===== config.mk =====
export PLATFORM = sky130hd
export DESIGN_NAME = result_unloader
export DESIGN_NICKNAME = d
export VERILOG_FILES = /design/src/rtl/result_unloader.sv
export SDC_FILE = /design/constraint.sdc
export NUM_CORES = 1
export LEC_CHECK = 0
export CELL_PAD_IN_SITES_DETAIL_PLACEMENT = 1
export CELL_PAD_IN_SITES_GLOBAL_PLACEMENT = 2
export CORE_UTILIZATION = 37
export CTS_BUF_LIST = sky130_fd_sc_hd__clkbuf_16
export DETAILED_ROUTE_END_ITERATION = 10
export DONT_BUFFER_PORTS = 1
export PLACE_DENSITY_LB_ADDON = 0.3
export SYNTH_ARGS = -nofsm -noshare
export SYNTH_HDL_FRONTEND = slang
export SYNTH_SLANG_ARGS = --single-unit

===== constraint.sdc =====
create_clock -name clk -period 2.17 [get_ports clk]
set_clock_uncertainty 0.1 [all_clocks]
set_input_delay 0 -clock clk [delete_from_list [all_inputs] [get_ports clk]]
set_output_delay 0 -clock clk [all_outputs]
set_load 0.1 [all_outputs]

===== src/rtl/result_unloader.sv =====
// result_unloader
//
// Drains the pairing result from the operand RAM after the command sequencer
// finishes. A one-cycle `start` (the sequencer's `done`) kicks off NUM_WORDS
// reads starting at BASE_ADDR. Each DATA_W-bit word is streamed LSB-first as
// OUT_W-bit chunks on a valid/ready interface. The last chunk of a word is
// zero-padded above the DATA_W mod OUT_W valid bits.
//
// Optional feature: define RESULT_UNLOAD_LAST_EN to drive out_last on the
// final chunk of the final word; otherwise out_last is tied low.
//
// Ports:
//   clk         in   clock, posedge
//   reset       in   synchronous, active-high
//   start       in   one-cycle start strobe, ignored unless idle
//   ram_addr    out  RAM read address, 0 outside READ
//   ram_rd      out  high in READ; selects this block onto the shared RAM port
//   ram_q       in   RAM read data, valid one cycle after ram_addr
//   out_data    out  current chunk, 0 outside SEND
//   out_valid   out  chunk valid
//   out_ready   in   consumer accepts the chunk
//   out_last    out  final chunk of final word (RESULT_UNLOAD_LAST_EN only)
//   busy        out  high in every state except IDLE
//   unload_done out  one-cycle pulse when the unload completes

module result_unloader #(
  parameter int unsigned           DATA_W    = 194,
  parameter int unsigned           OUT_W     = 32,
  parameter int unsigned           ADDR_W    = 6,
  parameter logic [ADDR_W-1:0]     BASE_ADDR = 6'd18,
  parameter int unsigned           NUM_WORDS = 6
) (
  input  logic              clk,
  input  logic              reset,
  input  logic              start,
  output logic [ADDR_W-1:0] ram_addr,
  output logic              ram_rd,
  input  logic [DATA_W-1:0] ram_q,
  output logic [OUT_W-1:0]  out_data,
  output logic              out_valid,
  input  logic              out_ready,
  output logic              out_last,
  output logic              busy,
  output logic              unload_done
);

  localparam int unsigned CHUNKS = (DATA_W + OUT_W - 1) / OUT_W;
  localparam int unsigned ChunkW = (CHUNKS > 1) ? $clog2(CHUNKS) : 1;
  localparam int unsigned WordW  = (NUM_WORDS > 1) ? $clog2(NUM_WORDS) : 1;
  // Shift register is padded to a whole number of chunks so the final chunk
  // of each word is naturally zero-filled above the valid bits.
  localparam int unsigned ShiftW = CHUNKS * OUT_W;

  localparam logic [ChunkW-1:0] LastChunk = ChunkW'(CHUNKS - 1);
  localparam logic [WordW-1:0]  LastWord  = WordW'(NUM_WORDS - 1);

  typedef enum logic [2:0] {
    StIdle,
    StRead,
    StLoad,
    StSend,
    StFin
  } state_e;

  state_e              state_q;
  logic [WordW-1:0]    word_q;
  logic [ChunkW-1:0]   chunk_q;
  logic [ShiftW-1:0]   shift_q;

  always_ff @(posedge clk) begin
    if (reset) begin
      state_q <= StIdle;
      word_q  <= '0;
      chunk_q <= '0;
      shift_q <= '0;
    end else begin
      unique case (state_q)
        StIdle: begin
          if (start) state_q <= StRead;
        end
        StRead: begin
          state_q <= StLoad;
        end
        StLoad: begin
          shift_q <= ShiftW'(ram_q);
          chunk_q <= '0;
          state_q <= StSend;
        end
        StSend: begin
          if (out_ready) begin
            shift_q <= shift_q >> OUT_W;
            chunk_q <= chunk_q + ChunkW'(1);
            if (chunk_q == LastChunk) begin
              if (word_q == LastWord) begin
                state_q <= StFin;
              end else begin
                word_q  <= word_q + WordW'(1);
                state_q <= StRead;
              end
            end
          end
        end
        StFin: begin
          word_q  <= '0;
          state_q <= StIdle;
        end
        default: state_q <= StIdle;
      endcase
    end
  end

  // Outputs decode registered state only; nothing depends on out_ready.
  assign ram_rd      = (state_q == StRead);
  assign ram_addr    = ram_rd ? (BASE_ADDR + ADDR_W'(word_q)) : '0;
  assign out_valid   = (state_q == StSend);
  assign out_data    = out_valid ? shift_q[OUT_W-1:0] : '0;
  assign busy        = (state_q != StIdle);
  assign unload_done = (state_q == StFin);

`ifdef RESULT_UNLOAD_LAST_EN
  assign out_last = out_valid && (word_q == LastWord) && (chunk_q == LastChunk);
`else
  assign out_last = 1'b0;
`endif

endmodule


==> results.sh <==
export IMPL_grt_max_degree=190
export IMPL_io_pins=241
export IMPL_drv_slew=0
export IMPL_path_cells="buf_4 -> or3_1 -> o221ai_1 -> dlygate4sd3_1 -> a21oi_1"
export IMPL_via_per_inst=5.71
export IMPL_synth_cell_types=42
export IMPL_root_buffer="clkbuf_16"
export IMPL_synth_warnings=0
export IMPL_coreArea_sq_um=26100
export IMPL_insertion_delay_ns=0.52
export IMPL_clockBufferDepth=3
export IMPL_track_usage_pct=22.9
export IMPL_fill_cells=2998
export IMPL_start_util_pct=37.7
export IMPL_htreeDepth=1
export IMPL_cp_slowest_cell="dlygate4sd3_1"
export IMPL_fmax_mhz=474
export IMPL_antenna_found_initial=5
export IMPL_hold_end="shift_q[14]$_SDFFE_PP0P_"
export IMPL_final_nets=1386
export IMPL_yosysMostFrequentCell="dfxtp_1"
export IMPL_worstPathArrival_ns=2.40
export IMPL_die_w_um=165
export IMPL_outcome="finished, violations left"
export IMPL_required_ns=2.47
export IMPL_rr_worst_depth=5
export IMPL_synthArstFlopShare_pct=0
export IMPL_dr_first_iter_drc_count=542
export IMPL_timing_rr_end="state_q[0]$_SDFFE_PP0P_"
export IMPL_final_cells=1540
export IMPL_crit_reg2reg_launch="state_q[0]$_SDFFE_PP0P_"
export IMPL_fin_crit_sh_pct=97.2
export IMPL_preCtsSetupSlack_ns=0.406
export IMPL_gp_congestion=0.766
export IMPL_critPathCaptureType="flip-flop"
export IMPL_tritoncts="yes"
export IMPL_clock_sinks=203
export IMPL_seq_area_sq_um=4070
export IMPL_maxCapViolCount=0
export IMPL_drive_gt1_share_pct=10.3
export IMPL_synth_area_sq_um=9810
export IMPL_min_path_type="in2reg"
export IMPL_wire_per_inst_um=21.3
export IMPL_timing_hold_ws_ns=-0.542
export IMPL_ir_drop_mv=0.513
export IMPL_finalCriticalPeriod_ns=2.11
export IMPL_seq_area_frac_synth_pct=41.4
export IMPL_violations="hold timing"
export IMPL_finalHoldViolCount=181
export IMPL_syn2layout_area_growth_pct=21.9
export IMPL_p_leak_nw=4.02
export IMPL_rows=59
export IMPL_synth_top_cell_area_share_pct=41.4
export IMPL_yosys_top_cells_count="dfxtp_1, a21oi_1, a211oi_1, nand3b_1, o21ai_0"
export IMPL_min_from="reset"
export IMPL_drt_total_wl_um=32700
export IMPL_utilization_pct=45.9
export IMPL_syn_avg_cell_area_sq_um=8.27
export IMPL_clk_pin_slew_ns=0.06
export IMPL_yosysTopAreaCell="dfxtp_1"
export IMPL_multi_input_area_sq_um=5040
export IMPL_drc=0
export IMPL_num_vias=8786
export IMPL_numCtsBuffers=24
export IMPL_relSlewSlack_pct=62.6
export IMPL_dieArea_sq_um=27200
export IMPL_dpl_hpwl_um=20500
export IMPL_io_buffers=0
export IMPL_power_density_nw_per_um2=917
export IMPL_grt_first_pass_wirelength_um=49000
export IMPL_die_h_um=165
export IMPL_drtPass1Iterations=4
export IMPL_gr_total_overflow=0
export IMPL_dp_cells=1440
export IMPL_fin_ws_ns=0.0605
export IMPL_synth_seq_cells=203
export IMPL_grt_pass1_vias=8743
export IMPL_synth_main_ff_cell="dfxtp_1"
export IMPL_crit_path_max_incr_delay_ns=0.58
export IMPL_yosys_top_cells_area="dfxtp_1, a211oi_1, nand3b_1"
export IMPL_reg2reg_slack_ns=0.06
export IMPL_worstPathMaxFanout=25
export IMPL_whs_path_depth=1
export IMPL_critPathKind="reg2reg"
export IMPL_postRouteAntennaNets=0
export IMPL_finalSetupViolations=0
export IMPL_synth_edf_count=0
export IMPL_critPathLaunchType="flip-flop"
export IMPL_synth_cells=1186
export IMPL_worstMarginPinSlew_ns=0.561
[where the power goes]
part           switching [mW]  internal [mW]
logic                    1.60           1.04
registers               0.255           4.19
clock network            1.59           2.30
[worst max path at each step]
stage / start / to / slack (ns) / cells after the start
2_1_floorplan: state_q[0]$_SDFFE_PP0P_ / ram_addr[0] / -0.50 / 6
3_3_place_gp: state_q[2]$_SDFFE_PP0P_ / chunk_q[2]$_SDFFE_PP0P_ / 0.48 / 3
3_5_place_dp: state_q[1]$_SDFFE_PP0P_ / shift_q[38]$_SDFFE_PP0P_ / 0.41 / 5
4_1_cts: state_q[2]$_SDFFE_PP0P_ / shift_q[162]$_SDFFE_PP0P_ / 0.01 / 5
5_1_grt: state_q[2]$_SDFFE_PP0P_ / shift_q[122]$_SDFFE_PP0P_ / -0.004 / 5
6_report: state_q[0]$_SDFFE_PP0P_ / state_q[0]$_SDFFE_PP0P_ / 0.06 / 5
[state kept, by name, indices dropped and copies added, names as in the netlist]
signal and flops:
shift_q 194, chunk_q 3, word_q 3, state_q 3
[cell families (layout without fill, tap and decap cells)]
family | count (synthesis) | after routing | synth area share (%)
AO/OA/AOI/OAI | 522 | 522 | 31.3
adder cells (fa/ha/maj) | 5 | 5 | 0.638
buffers and inverters | 154 | 166 | 7.96
flip-flops | 203 | 203 | 41.4
multiplexers | 1 | 1 | 0.115
other | 1 | 8 | 0.0382
AND/OR/NAND/NOR | 300 | 300 | 18.5
[area by class of cell]
class	count	share of cell area, %
Antenna cell	6	0.126
Inverter	7	0.282
Sequential cell	203	34.0
Clock buffer	25	5.23
Clock inverter	17	1.03
Tap cell	335	3.50
Multi-Input combinational cell	830	42.2
Timing Repair Buffer	117	13.6
[per-layer routing]
metal | vias up | track usage, % | share of wire, % | wire (um)
li1 | 4349 | - | - | -
met1 | 4197 | 29.1 | 44 | 14500
met2 | 186 | 38.6 | 48 | 15700
met3 | 52 | 5.07 | 5.2 | 1710
met4 | 2 | 6.46 | 2.3 | 762
met5 | - | 0 | 0.040 | 13
[metrics by stage]
step / total power, mW / TNS, ns / area, sq um
after global routing: 11.5 / -0.00432 / 12000
after detailed placement: 7.00 / 0 / 10600
after global placement: 6.94 / 0 / 10600
after floorplan: 6.47 / -2.08 / 9850
final: 11.0 / 0 / 12000
after CTS: 11.0 / 0 / 11700
[layout by cell type (no fill, tap or decap), types with 3 or more instances in the layout]
cell	count
dfxtp_1	199
a21oi_1	198
a211oi_1	134
nand3b_1	133
o21ai_0	126
nand2_1	106
dlygate4sd3_1	46
buf_12	43
and2_1	32
a311oi_1	29
o21ai_1	28
clkbuf_16	27
buf_4	22
inv_1	9
diode_2	6
clkinv_1	6
ha_1	5
clkinv_2	5
nand4_1	4
buf_16	3
dfxtp_2	3
[critical path, delay by kind of cell, from the launching register on]
kind	cells	cell delay, ns
and+or+nand+nor	1	0.42
buffers and inverters	2	0.81
AOI/OAI and AO/OA	2	0.26
DFF	1	0.39
[what timing repair did]
action,4_1_cts,5_1_grt
hold endpoints to repair,203,184
hold buffers,34,12
pin swaps,0,1
gates resized for setup,1,12
buffers inserted,0,4
setup endpoints to repair,29,43
gates cloned,0,2
Note: power is estimated with default switching activity, not from simulation.
